File: src/rtl/input_pkg.sv
// Shared constants and FSM state type for the front-panel input path.
// Imported by the top-level input_logic module.
package input_pkg;

  localparam int DATA_W = 10;

  typedef enum logic [1:0] {
    IDLE,
    HOLD,
    WAIT_REL
  } in_state_t;

endpackage

File: src/rtl/key_debounce.sv
// Synchronizes and debounces one active-low pushbutton.
// Outputs the stable level and a one-cycle pulse on each press.
module key_debounce #(
  parameter int SYNC_STAGES  = 2,
  parameter int DEBOUNCE_CYC = 50000
) (
  input  logic CLK,
  input  logic RESETb,
  input  logic raw_b,
  output logic stable_b,
  output logic fall_pulse
);

  localparam int CW =
    (DEBOUNCE_CYC > 1) ? $clog2(DEBOUNCE_CYC) : 1;
  localparam logic [CW-1:0] LAST = CW'(DEBOUNCE_CYC - 1);

  logic [SYNC_STAGES-1:0] sync;
  logic [CW-1:0]          cnt;
  logic                   stable_d;
  logic                   synced;

  assign synced = sync[SYNC_STAGES-1];

  always_ff @(posedge CLK or negedge RESETb) begin
    if (!RESETb) begin
      sync       <= '1;
      cnt        <= '0;
      stable_b   <= 1'b1;
      stable_d   <= 1'b1;
      fall_pulse <= 1'b0;
    end else begin
      sync       <= {sync[SYNC_STAGES-2:0], raw_b};
      stable_d   <= stable_b;
      fall_pulse <= stable_d & ~stable_b;
      if (synced == stable_b) begin
        cnt <= '0;
      end else if (cnt == LAST) begin
        stable_b <= ~stable_b;
        cnt      <= '0;
      end else begin
        cnt <= cnt + 1'b1;
      end
    end
  end

endmodule

File: src/rtl/input_logic.sv
// Front-panel input: debounced ENTER captures the switch word,
// offered to the controller through a valid/ack handshake.
module input_logic #(
  parameter int DATA_W       = input_pkg::DATA_W,
  parameter int SYNC_STAGES  = 2,
  parameter int DEBOUNCE_CYC = 50000
) (
  input  logic              CLK,
  input  logic              RESETb,
  input  logic [DATA_W-1:0] SW,
  input  logic              KEY_ENTERb,
  input  logic              KEY_PEEKb,
  input  logic              DIN_ACK,
  output logic [DATA_W-1:0] DIN,
  output logic              DIN_VALID,
  output logic              PEEKb,
  output logic              OVR
);

  import input_pkg::*;

  logic [SYNC_STAGES-1:0][DATA_W-1:0] sw_sync;
  logic      enter_stable;
  logic      press_evt;
  logic      peek_stable;
  logic      unused_peek_fall;
  in_state_t state;

  key_debounce #(
    .SYNC_STAGES (SYNC_STAGES),
    .DEBOUNCE_CYC(DEBOUNCE_CYC)
  ) u_enter (
    .CLK       (CLK),
    .RESETb    (RESETb),
    .raw_b     (KEY_ENTERb),
    .stable_b  (enter_stable),
    .fall_pulse(press_evt)
  );

  key_debounce #(
    .SYNC_STAGES (SYNC_STAGES),
    .DEBOUNCE_CYC(DEBOUNCE_CYC)
  ) u_peek (
    .CLK       (CLK),
    .RESETb    (RESETb),
    .raw_b     (KEY_PEEKb),
    .stable_b  (peek_stable),
    .fall_pulse(unused_peek_fall)
  );

  always_ff @(posedge CLK or negedge RESETb) begin
    if (!RESETb) begin
      sw_sync <= '1;
    end else begin
      sw_sync <= {sw_sync[SYNC_STAGES-2:0], SW};
    end
  end

  // Presses arriving outside IDLE are dropped and flagged on OVR.
  always_ff @(posedge CLK or negedge RESETb) begin
    if (!RESETb) begin
      state     <= IDLE;
      DIN       <= '0;
      DIN_VALID <= 1'b0;
      PEEKb     <= 1'b1;
      OVR       <= 1'b0;
    end else begin
      PEEKb <= peek_stable;
      OVR   <= 1'b0;
      unique case (state)
        IDLE: begin
          if (press_evt) begin
            DIN       <= sw_sync[SYNC_STAGES-1];
            DIN_VALID <= 1'b1;
            state     <= HOLD;
          end
        end
        HOLD: begin
          if (press_evt) OVR <= 1'b1;
          if (DIN_ACK) begin
            DIN_VALID <= 1'b0;
            state     <= WAIT_REL;
          end
        end
        WAIT_REL: begin
          if (press_evt) OVR <= 1'b1;
          if (enter_stable) state <= IDLE;
        end
        default: state <= IDLE;
      endcase
    end
  end

endmodule

File: config.mk
export PLATFORM = sky130hd
export DESIGN_NAME = input_logic
export DESIGN_NICKNAME = d
export VERILOG_FILES = /design/src/rtl/input_pkg.sv /design/src/rtl/key_debounce.sv /design/src/rtl/input_logic.sv
export SDC_FILE = /design/constraint.sdc
export NUM_CORES = 1
export LEC_CHECK = 0
export CORE_ASPECT_RATIO = 1.4
export CORE_MARGIN = 2
export CORE_UTILIZATION = 45
export CTS_BUF_LIST = sky130_fd_sc_hd__clkbuf_2 sky130_fd_sc_hd__clkbuf_4 sky130_fd_sc_hd__clkbuf_8
export DETAILED_ROUTE_END_ITERATION = 16
export GPL_ROUTABILITY_DRIVEN = 0
export PLACE_DENSITY_LB_ADDON = 0.25
export SYNTH_ARGS = -nofsm -noshare
export SYNTH_HDL_FRONTEND = slang
export SYNTH_SLANG_ARGS = --single-unit
File: constraint.sdc
create_clock -name CLK -period 5.24 [get_ports CLK]
set_input_delay 1.048 -clock CLK [delete_from_list [all_inputs] [get_ports CLK]]
set_output_delay 1.048 -clock CLK [all_outputs]
set_load 0.1 [all_outputs]
# --- After elaboration in Yosys (flattened, before gate mapping) ---
# Cells that the tools add are included.
# W data, S select, Z words.
op_classes:
  n_eq_ne: 9
  n_bitwise: 5
  n_reduce_logical: 8
  mux: 13
  n_addsub: 2
op_table:
  columns: ["op", "n"]
  rows:
  - ["$mux W16", 4]
  - ["$add A16 B1 Y16 const B", 2]
  - ["$eq A16 B16 Y1 const B", 2]
  - ["$mux W2", 3]
  - ["$pmux W2 S3", 1]
  - ["$reduce_and A2 Y1", 3]
  - ["$reduce_and A3 Y1", 2]
  - ["$mux W1", 4]
  - ["$ne A2 B1 Y1 const B", 2]
  - ["$not A1 Y1", 4]
  - ["$eq A1 B1 Y1", 2]
  - ["$eq A2 B1 Y1 const B", 1]
  - ["$eq A2 B2 Y1 const B", 1]
  - ["$logic_not A2 Y1", 1]
  - ["$ne A2 B2 Y1 const B", 1]
  - ["$pmux W1 S2", 1]
  - ["$reduce_bool A2 Y1", 1]
  - ["$reduce_or A2 Y1", 1]
  - ["$and A1 B1 Y1", 1]
word_totals:
  reg_bits: 75
  word_cells: 52
  in_bits: 15
  out_inout_bits: 13

# --- Depth between registers and ports, before layout ---
logic_depth:
  depth_word: 3
  depth_mapped: 6
  ltp_nobuf: 5

# --- Cells and area by module ---
# From an unflattened synthesis, not the netlist that was laid out.
hier_totals:
  hier_cells: 240
  area_unflattened_um2: 3099.2
by_module_without_submodules:
  columns: ["mod", "area_per_inst_um2", "cells_per_inst", "instances", "seq_area_each_um2"]
  rows:
  - ["key_debounce", 972.2, 89, 2, 530.5]
  - ["input_logic", 1154.9, 62, 1, 902.1]

# --- Worst setup path after synthesis ---
# No wires, ideal clock.
synth_timing:
  path_kind: "register -> output"
  start: "register DIN_VALID"
  end: "output port DIN_VALID"
  stages_incl_launch_ff: 1
  required_ns: 4.192
  setup_slack_ns: 3.279
  t_arrival_ns: 0.913
  path_buffers: 0
  cell_sequence: "dfrtp_1"
synth_lines:
  columns: ["item", "line_no", "text"]
  rows:
  - ["from (decl)", "input_logic.sv:15", "output logic DIN_VALID,"]
  - ["from (signal assigned)", "input_logic.sv:64", "DIN_VALID <= 1'b0;"]
  - ["from (signal assigned)", "input_logic.sv:74", "DIN_VALID <= 1'b1;"]
  - ["from (signal assigned)", "input_logic.sv:81", "DIN_VALID <= 1'b0;"]
# No word-level cell between the ends.

# --- Worst setup path after layout ---
layout_timing:
  start: "register PEEKb"
  end: "output port PEEKb"
layout_lines:
  columns: ["item", "line_no", "text"]
  rows:
  - ["from (decl)", "input_logic.sv:16", "output logic PEEKb,"]
  - ["from (signal assigned)", "input_logic.sv:68", "PEEKb <= peek_stable;"]
# No word-level cell between the ends.

==> impl_metrics.json <==
{
  "status": "complete, no violations",
  "grt_max_degree": 44,
  "synth_area_um2": 3000,
  "drc": 0,
  "cp_max_fo": 1,
  "period_minus_slack_ps": 3020,
  "hpwl_um": 3310,
  "vdd_drop_max_mv": 0.242,
  "synth_area_leaders": "dfrtp_1 (39%), dfstp_2 (25%), xnor2_1 (6.4%)",
  "grt_pass1_vias": 1879,
  "io_buffers": 27,
  "power_density_nw_per_um2": 290,
  "area_growth_pct": 16.9,
  "cts_made_buffers": 9,
  "yosysTopAreaCellShare": 0.392,
  "cts_root_buf": "clkbuf_8",
  "worstPathArrival_ps": 1970,
  "setup_violations": 0,
  "relSlewSlack": 0.344,
  "antenna_found_initial": 0,
  "async_reset_ff_frac": 1.00,
  "grt_pass1_wl_um": 8340,
  "rsz0062_at_grt": "no",
  "p_total_mw": 1.02,
  "finalWorstSetupSlack_ps": 2220,
  "worstPathRequired_ps": 4190,
  "drtIter0Drc": 59,
  "worst_path_largest_cell_delay_ps": 1130,
  "postCtsSetupBuffers": 0,
  "period_share": 0.576,
  "cts_hold_buffers": 0,
  "crit_type": "reg -> out",
  "synth_warnings": 0,
  "layout_common_cells": "dfrtp_1 (47), nor2_1 (33), dfstp_2 (28)",
  "syn_avg_cell_area_um2": 12.5,
  "p_leak_nw": 1.47,
  "nets": 296,
  "synth-seq-area-share": 0.637,
  "overflow": 0,
  "synthFlopType": "dfrtp_1",
  "ios": 28,
  "cts_tree": "done",
  "synthDistinctLibCells": 32,
  "drt-pass1-iter-count": 4,
  "yosysTopAreaCell": "dfrtp_1",
  "finClkSkew_ps": 10.2,
  "drv_cap": 0,
  "chipWidth_um": 73.0,
  "final_core_util": 0.538,
  "finalNonFillerCells": 354,
  "place_ws_ps": 2570,
  "ant_nets": 0,
  "cp_num_buf_inv": 1,
  "final_common_cell": "dfrtp_1",
  "ys_ff_latch": 75,
  "syn-num-nets": 261,
  "layout-drive-gt1-share": 0.218,
  "die-area_um2": 7350,
  "synthCells": 240,
  "fp-row-count": 35,
  "dp_cells": 338,
  "cts_sinks": 75,
  "htree_levels": 3,
  "critPathTopFamily": "buffers and inverters",
  "drt-total-wl_um": 4750,
  "path_cells": "clkdlybuf4s50_1",
  "worst_pin_slew_ps": 981,
  "drv_slew": 0,
  "post_drt_wl_per_cell_um": 13.4,
  "vias": 1842,
  "cp-end-kind": "output port",
  "track_usage": 0.149,
  "vias_per_cell": 5.20,
  "clock_latency_ps": 340,
  "antenna_cells": 0,
  "synth-edff-count": 0,
  "critPathLaunchType": "flip-flop",
  "finalHoldViolations": 0,
  "cp_slowest_cell": "clkdlybuf4s50_1",
  "setup_tns_ps": 0,
  "core-area_um2": 6530,
  "cts_buffer_depth": 2,
  "hold_path_class": "reg -> reg",
  "start_util": 0.460,
  "clk_pin_slew_worst_paths_ps": 80,
  "fmax_ghz": 0.332,
  "die_h_um": 101,
  "ctsResizeCount": 0
}
## layout make-up
class	count	area [um2]
clock inverters	6	42.5
flip-flops and latches	75	1910
inverters	10	37.5
repair buffers	28	273
multi-input cells	151	1020
fillers	562	3010
well taps	74	92.6
clock buffers	10	131
## metal layers
metal  part of all wire  global-route usage  up-vias
met5                  0                   0        -
met4              0.016              0.0698        0
met3              0.035              0.0430        9
met2               0.52               0.240       32
met1               0.43               0.183      917
li1                   -                   -      884
## synth_stat cells (all sizes together) (2+ instances only)
| master | number |
|---|---|
| nand4 | 10 |
| dfstp | 28 |
| xnor2 | 22 |
| nand3 | 11 |
| ha | 6 |
| nor3 | 8 |
| nor4b | 3 |
| buf | 3 |
| dfrtp | 47 |
| nor2 | 33 |
| inv | 10 |
| xor2 | 7 |
| o21ai | 3 |
| nand2 | 12 |
| nor4 | 7 |
| and3 | 4 |
| and2 | 2 |
| mux2 | 12 |
## report_power, final
group / switching, mW / leakage (nW) / internal (mW)
Combinational: 0.0189 / 0.437 / 0.0138
Sequential: 0.00694 / 0.945 / 0.599
Clock: 0.204 / 0.0857 / 0.177
## flip-flops by register name (all words and copies together), names as in the netlist, 2 cells and up
name and flops:
state 2, u_enter.sync 2, DIN 10, u_peek.cnt 16
u_peek.sync 2, u_enter.cnt 16, sw_sync 20
## worst paths after layout
| path | slack (ps) | cells after the start | to | startpoint |
|---|---|---|---|---|
| max reg2reg | 3240 | 4 | u_enter.cnt[3] | u_enter.cnt[12] |
| min reg2reg | 360 | 0 | sw_sync[17] | sw_sync[7] |
| min in group asynchronous | 770 | 1 | u_peek.cnt[7] | RESETb |
| max | 2220 | 1 | PEEKb | PEEKb |
| min | 360 | 0 | sw_sync[17] | sw_sync[7] |
| max in group asynchronous | 3480 | 2 | u_peek.stable_b | RESETb |
## cell families (layout without fill, tap and decap cells)
| logic type | after synthesis | in the layout | synth area share |
|---|---|---|---|
| AOI/OAI and AO/OA | 8 | 8 | 0.0246 |
| xor gates and xnor gates | 29 | 29 | 0.0846 |
| adders and majority gates | 6 | 6 | 0.0250 |
| buffers and inverters | 14 | 54 | 0.0229 |
| DFF | 75 | 75 | 0.637 |
| muxes | 12 | 12 | 0.0450 |
| and+or+nand+nor | 96 | 96 | 0.161 |
## per-stage QoR
stage / hold slack, ps / instance area (um2)
after floorplan: 345 / 3000
after global placement: 345 / 3340
after detailed placement: 347 / 3340
after CTS: 358 / 3510
after global routing: 361 / 3510
final: 357 / 3510
No activity file was read; power rests on OpenSTA's default activity.
==> variant 1: new RTL, config.mk and constraints unchanged <==
Register the inputs `SW`, `KEY_ENTERb` and `KEY_PEEKb` before use. The logic sees them one clock later. The other inputs are not delayed to match.
--- a/src/rtl/input_logic.sv
+++ b/src/rtl/input_logic.sv
@@ -19,6 +19,16 @@
 
   import input_pkg::*;
 
+  logic [DATA_W-1:0] SW_q;
+  logic KEY_ENTERb_q;
+  logic KEY_PEEKb_q;
+
+  always_ff @(posedge CLK) begin
+    SW_q         <= SW;
+    KEY_ENTERb_q <= KEY_ENTERb;
+    KEY_PEEKb_q  <= KEY_PEEKb;
+  end
+
   logic [SYNC_STAGES-1:0][DATA_W-1:0] sw_sync;
   logic      enter_stable;
   logic      press_evt;
@@ -32,7 +42,7 @@
   ) u_enter (
     .CLK       (CLK),
     .RESETb    (RESETb),
-    .raw_b     (KEY_ENTERb),
+    .raw_b     (KEY_ENTERb_q),
     .stable_b  (enter_stable),
     .fall_pulse(press_evt)
   );
@@ -43,7 +53,7 @@
   ) u_peek (
     .CLK       (CLK),
     .RESETb    (RESETb),
-    .raw_b     (KEY_PEEKb),
+    .raw_b     (KEY_PEEKb_q),
     .stable_b  (peek_stable),
     .fall_pulse(unused_peek_fall)
   );
@@ -52,7 +62,7 @@
     if (!RESETb) begin
       sw_sync <= '1;
     end else begin
-      sw_sync <= {sw_sync[SYNC_STAGES-2:0], SW};
+      sw_sync <= {sw_sync[SYNC_STAGES-2:0], SW_q};
     end
   end
 
Check against the original RTL: same outputs for any inputs over 10 cycles, from zero or initial values and one cycle with RESETb low; that may be too few to reach the edited logic, so the function may still have changed.
==> variant 1 against the unedited design <==
- clock skew about the same
- cell area increased by 9.1%
- wire length increased by 4.7%
- die area increased by 8.9%
- area after synthesis increased by 9.4%
- synthesized cell count increased by 3.3%
- first-iteration DRC count increased by 20%
- global-route usage decreased by 0.98 points
- worst setup slack got worse by 0.018 ns
- utilization increased by 0.68 points
- total power increased by 15%
- sequential cell count increased by 12
- largest power group unchanged
==> variant 1: results (changes against the unedited design) <==
outcome: "finished, final reports clean"
reg2reg_slack_ns: 3.59  # +0.35 ns
relSlewSlack_pct: 34.3  # -0.11 points
wl_met1_mm: 2.18  # +7.2%
wirelength_mm: 4.97  # +4.7%
wire_per_inst_um: 13.0  # -3.2%
placed_area_um2: 3640  # +9.1%
nets: 304  # +2.7%
fin_worst_skew_ns: 0.00999  # -0.000172 ns
netlist_top_cells_count: "47 x dfrtp_1, 31 x nor2_1, 28 x dfstp_2"
rr_startpoint: "u_peek.cnt[0]$_DFF_PN0_"
port_buffers: 27  # unchanged
grt.total_usage_pct: 13.9  # -0.98 points
syn_nets: 269  # +3.1%
fillers: 621  # +10%
crit_arrival_ns: 1.99  # +0.02 ns
peakVddDrop_mv: 0.229  # -5.2%
grt_pass1_wl_mm: 8.78  # +5.2%
drt-vias-per-instance: 4.88  # -6.3%
grt_pass1_vias: 1932  # +2.8%
antenna_found_initial: 0  # unchanged
synthTopCellsByArea: "dfrtp_1 36%, dfstp_2 22%, dfxtp_1 7.3%"
reg2reg_depth: 5  # +1
drive_above_1_share_pct: 25.3  # +3.6 points
holdWs_ns: 0.298  # -0.0593 ns
min_from: "KEY_PEEKb_q$_DFF_P_"
routed-wl-met3_um: 138  # -17%
dpl.hpwl_mm: 3.33  # +0.60%
syn_inst: 248  # +3.3%
grt_start_max_net_pins: 76  # +73%
placedCellCount: 367  # +8.6%
ys_async_sr_fraction_pct: 86.2  # -14 points
yosysSeqAreaShare_pct: 65.5  # +1.9 points
leakage_nw: 1.59  # +8.4%
route.met2.wl_mm: 2.54  # +2.8%
hold_end: "u_peek.sync[0]$_DFF_PN1_"
path_max_fanout: 1  # unchanged
p_sw_share_pct: 23.2  # +0.66 points
synthDistinctLibCells: 30  # -6.3%
clk_root_buffer_cell: "clkbuf_8"
initialDrtViolationCount: 71  # +20%
diodes: 0  # unchanged
reg2reg_to: "u_peek.cnt[4]$_DFF_PN0_"
clkLatencyLatePin_ns: 0.35
pre_cts_ws_ns: 2.58  # +0.00974 ns
dr.pass1.iters: 6  # +2
critPathTopFamily: "buffers and inverters"
p_per_area_nw_per_um2: 306  # +5.4%
==> variant 1: logic make-up after synthesis <==
kind of cell | share of synthesized area (%)
mux | 4.11
flops | 65.5
simple gates | 17.1
fa+ha+maj | 2.29
compound gates | 1.03
buf+inv | 1.94
xor+xnor | 8.00
==> variant 1: metal layers <==
layer | up-vias | track usage [%]
li1 | 907 | -
met2 | 19 | 23.4
met3 | 12 | 3.71
met1 | 930 | 15.9
met4 | 0 | 7.92
met5 | - | 0
==> variant 1: area by class of cell <==
cell class	count	area, um2	area share (%)
Tap cell	95	119	3.10
Multi-Input combinational cell	149	1070	27.9
Clock buffer	10	138	3.59
Clock inverter	6	50.0	1.31
Timing Repair Buffer	27	268	6.99
Inverter	9	33.8	0.882
Sequential cell	87	2150	56.2
==> variant 1: worst max path at each step <==
stage	slack [ns]	cells past startpoint	endpoint	startpoint
detailed placement	2.58	1	PEEKb	PEEKb$_DFF_PN1_
floorplan	3.28	0	DIN_VALID	DIN_VALID$_DFFE_PN0P_
global route	2.17	1	PEEKb	PEEKb$_DFF_PN1_
CTS	2.17	1	PEEKb	PEEKb$_DFF_PN1_
finish	2.21	1	PEEKb	PEEKb$_DFF_PN1_
global placement	2.58	1	PEEKb	PEEKb$_DFF_PN1_
==> variant 1: power by group through the flow <==
| stage | registers, mW | logic [mW] | clock network, mW |
|---|---|---|---|
| final | 0.704 | 0.0312 | 0.436 |
| after global routing | 0.706 | 0.0368 | 0.477 |
| after CTS | 0.704 | 0.0329 | 0.458 |
| after detailed placement | 0.717 | 0.0327 | 0 |
| after global placement | 0.716 | 0.0320 | 0 |
| after floorplan | 0.714 | 0.0104 | 0 |
==> variant 2: new RTL, same settings <==
Made on the original files. `SYNC_STAGES` is set to 2 in 2 places; all go to 4.
--- a/src/rtl/key_debounce.sv
+++ b/src/rtl/key_debounce.sv
@@ -1,7 +1,7 @@
 // Synchronizes and debounces one active-low pushbutton.
 // Outputs the stable level and a one-cycle pulse on each press.
 module key_debounce #(
-  parameter int SYNC_STAGES  = 2,
+  parameter int SYNC_STAGES  = 4,
   parameter int DEBOUNCE_CYC = 50000
 ) (
   input  logic CLK,
--- a/src/rtl/input_logic.sv
+++ b/src/rtl/input_logic.sv
@@ -2,7 +2,7 @@
 // offered to the controller through a valid/ack handshake.
 module input_logic #(
   parameter int DATA_W       = input_pkg::DATA_W,
-  parameter int SYNC_STAGES  = 2,
+  parameter int SYNC_STAGES  = 4,
   parameter int DEBOUNCE_CYC = 50000
 ) (
   input  logic              CLK,
Behaviour: same outputs for any inputs over 10 cycles, from zero or initial values and one cycle with RESETb low; that may be too few to reach the edited logic, so the function may still have changed.
==> variant 2 against the unedited design <==
- area after synthesis increased by 22%
- clock power increased by 34%
- cell count increased by 14%
- cell area increased by 21%
- critical path type unchanged
- total power increased by 33%
- worst setup slack got worse by 0.028 ns
- non-clock buffer count unchanged
- fmax decreased by 0.92%
- die area increased by 21%
- sequential cell count increased by 24
- clock skew increased by 0.0015 ns
- wire length increased by 11%
- combinational power increased by 7.9%
- worst hold slack got worse by 0.0076 ns
==> variant 2: results (changes against the unedited design) <==
outcome: "finished, final reports clean"
layout_commonest_cell: "dfstp_2"
yosys_most_used_dff: "dfstp_2"
cts_buffer_depth: 2  # unchanged
peakVddDrop_mv: 0.233  # -3.6%
hold_end: "u_enter.sync[2]$_DFF_PN1_"
leakage_nw: 1.77  # +20%
crit_slowest_cell: "clkdlybuf4s50_1"
min_from: "u_enter.sync[1]$_DFF_PN1_"
placed_area_um2: 4050  # +21%
wire_per_inst_um: 13.0  # -2.8%
dr.pass1.iters: 4  # unchanged
antenna_found_initial: 0  # unchanged
yosysSeqAreaShare_pct: 69.2  # +5.5 points
reg2reg_to: "DIN[1]$_DFFE_PN0P_"
grt_pass1_vias: 2070  # +10%
dpl.hpwl_mm: 3.56  # +7.6%
holdPathStages: 0  # unchanged
reg_top3: "sw_sync x40, u_enter.cnt x16, u_peek.cnt x16"
regMostFlops: "sw_sync"
grt_pass1_wl_mm: 9.19  # +10%
route.vias.total: 1988  # +7.9%
clkLatencyLatePin_ns: 0.36  # +0.02 ns
worst_slew_pin_slew_ns: 0.969  # -0.0123 ns
nets: 317  # +7.1%
reg2reg_depth: 4  # unchanged
synthDistinctLibCells: 29  # -9.4%
clkTransAtPathRegs_ns: 0.10  # +0.02 ns
port_buffers: 27  # unchanged
drive_above_1_share_pct: 32.6  # +11 points
fin_worst_skew_ns: 0.0117  # +0.00151 ns
critPathTopFamily: "buffers and inverters"
rr_startpoint: "state[0]$_DFFE_PN0P_"
grt.total_usage_pct: 13.6  # -1.3 points
crit_arrival_ns: 2.00  # +0.03 ns
ys_async_sr_fraction_pct: 100  # unchanged
synthTopCellsByArea: "dfstp_2 37%, dfrtp_1 32%, xnor2_1 5.2%"
post-cts-setup-buffers: 0  # unchanged
h-tree-depth: 3  # unchanged
syn_nets: 281  # +7.7%
critical_path_buf_inv_count: 1  # unchanged
netlist_top_cells_count: "52 x dfstp_2, 47 x dfrtp_1, 31 x nor2_1"
diodes: 0  # unchanged
reg2reg_slack_ns: 3.61  # +0.37 ns
grt_start_max_net_pins: 70  # +59%
fillers: 696  # +24%
initialDrtViolationCount: 92  # +56%
cts_buffers: 9  # unchanged
synth_warnings: 0  # unchanged
## variant 2: cell families after synthesis
group,Yosys count,share of synthesized area [%]
AO/OA/AOI/OAI,5,0.919
buffers and inverters,12,1.74
adder cells (fa/ha/maj),6,2.04
XOR/XNOR,30,7.15
flip-flops,99,69.2
multiplexers,12,3.68
AND/OR/NAND/NOR,96,15.3
## variant 2: worst max path at each step
| stage | to | slack, ns |
|---|---|---|
| floorplan | DIN_VALID | 3.28 |
| global placement | PEEKb | 2.57 |
| detailed placement | PEEKb | 2.58 |
| CTS | PEEKb | 2.16 |
| global route | PEEKb | 2.15 |
| finish | PEEKb | 2.20 |
## variant 2: layer usage
metal	GRT usage (%)	share of wire, %	up-vias
met1	16.4	43	994
li1	-	-	947
met4	9.38	3.2	0
met2	21.5	51	35
met5	0	0	-
met3	2.69	2.5	12
## variant 2: area by class of cell
class / instances / area (um2) / share of cell area (%)
clock buffers: 11 / 151 / 3.55
flip-flops and latches: 99 / 2540 / 59.6
well taps: 102 / 128 / 2.99
multi-input cells: 149 / 1070 / 25.1
inverters: 9 / 33.8 / 0.792
repair buffers: 28 / 275 / 6.46
clock inverters: 5 / 65.1 / 1.53
## variant 2: worst register-to-register path, stage by stage, from the launching register on
cell	delay (ns)
dfrtp_1	0.38
inv_1	0.08
ha_1	0.25
nand2_1	0.40
mux2_2	0.41
## variant 2: through the flow
| step | hold slack [ns] | utilization, % | std cells | worst slack [ns] | total power, mW |
|---|---|---|---|---|---|
| 6_report | 0.350 | 53.0 | 403 | 2.20 | 1.35 |
| 5_1_grt | 0.350 | 53.0 | 403 | 2.15 | 1.42 |
| 4_1_cts | 0.353 | 53.0 | 403 | 2.16 | 1.38 |
| 3_5_place_dp | 0.347 | 50.3 | 387 | 2.58 | 0.862 |
| 3_3_place_gp | 0.345 | 50.3 | 387 | 2.57 | 0.861 |
| 2_1_floorplan | 0.345 | - | 260 | 3.28 | 0.832 |
## variant 2: power breakdown
part | internal, mW | switching, mW
sequential | 0.801 | 0.0101
combinational | 0.0135 | 0.0219
clock | 0.253 | 0.255
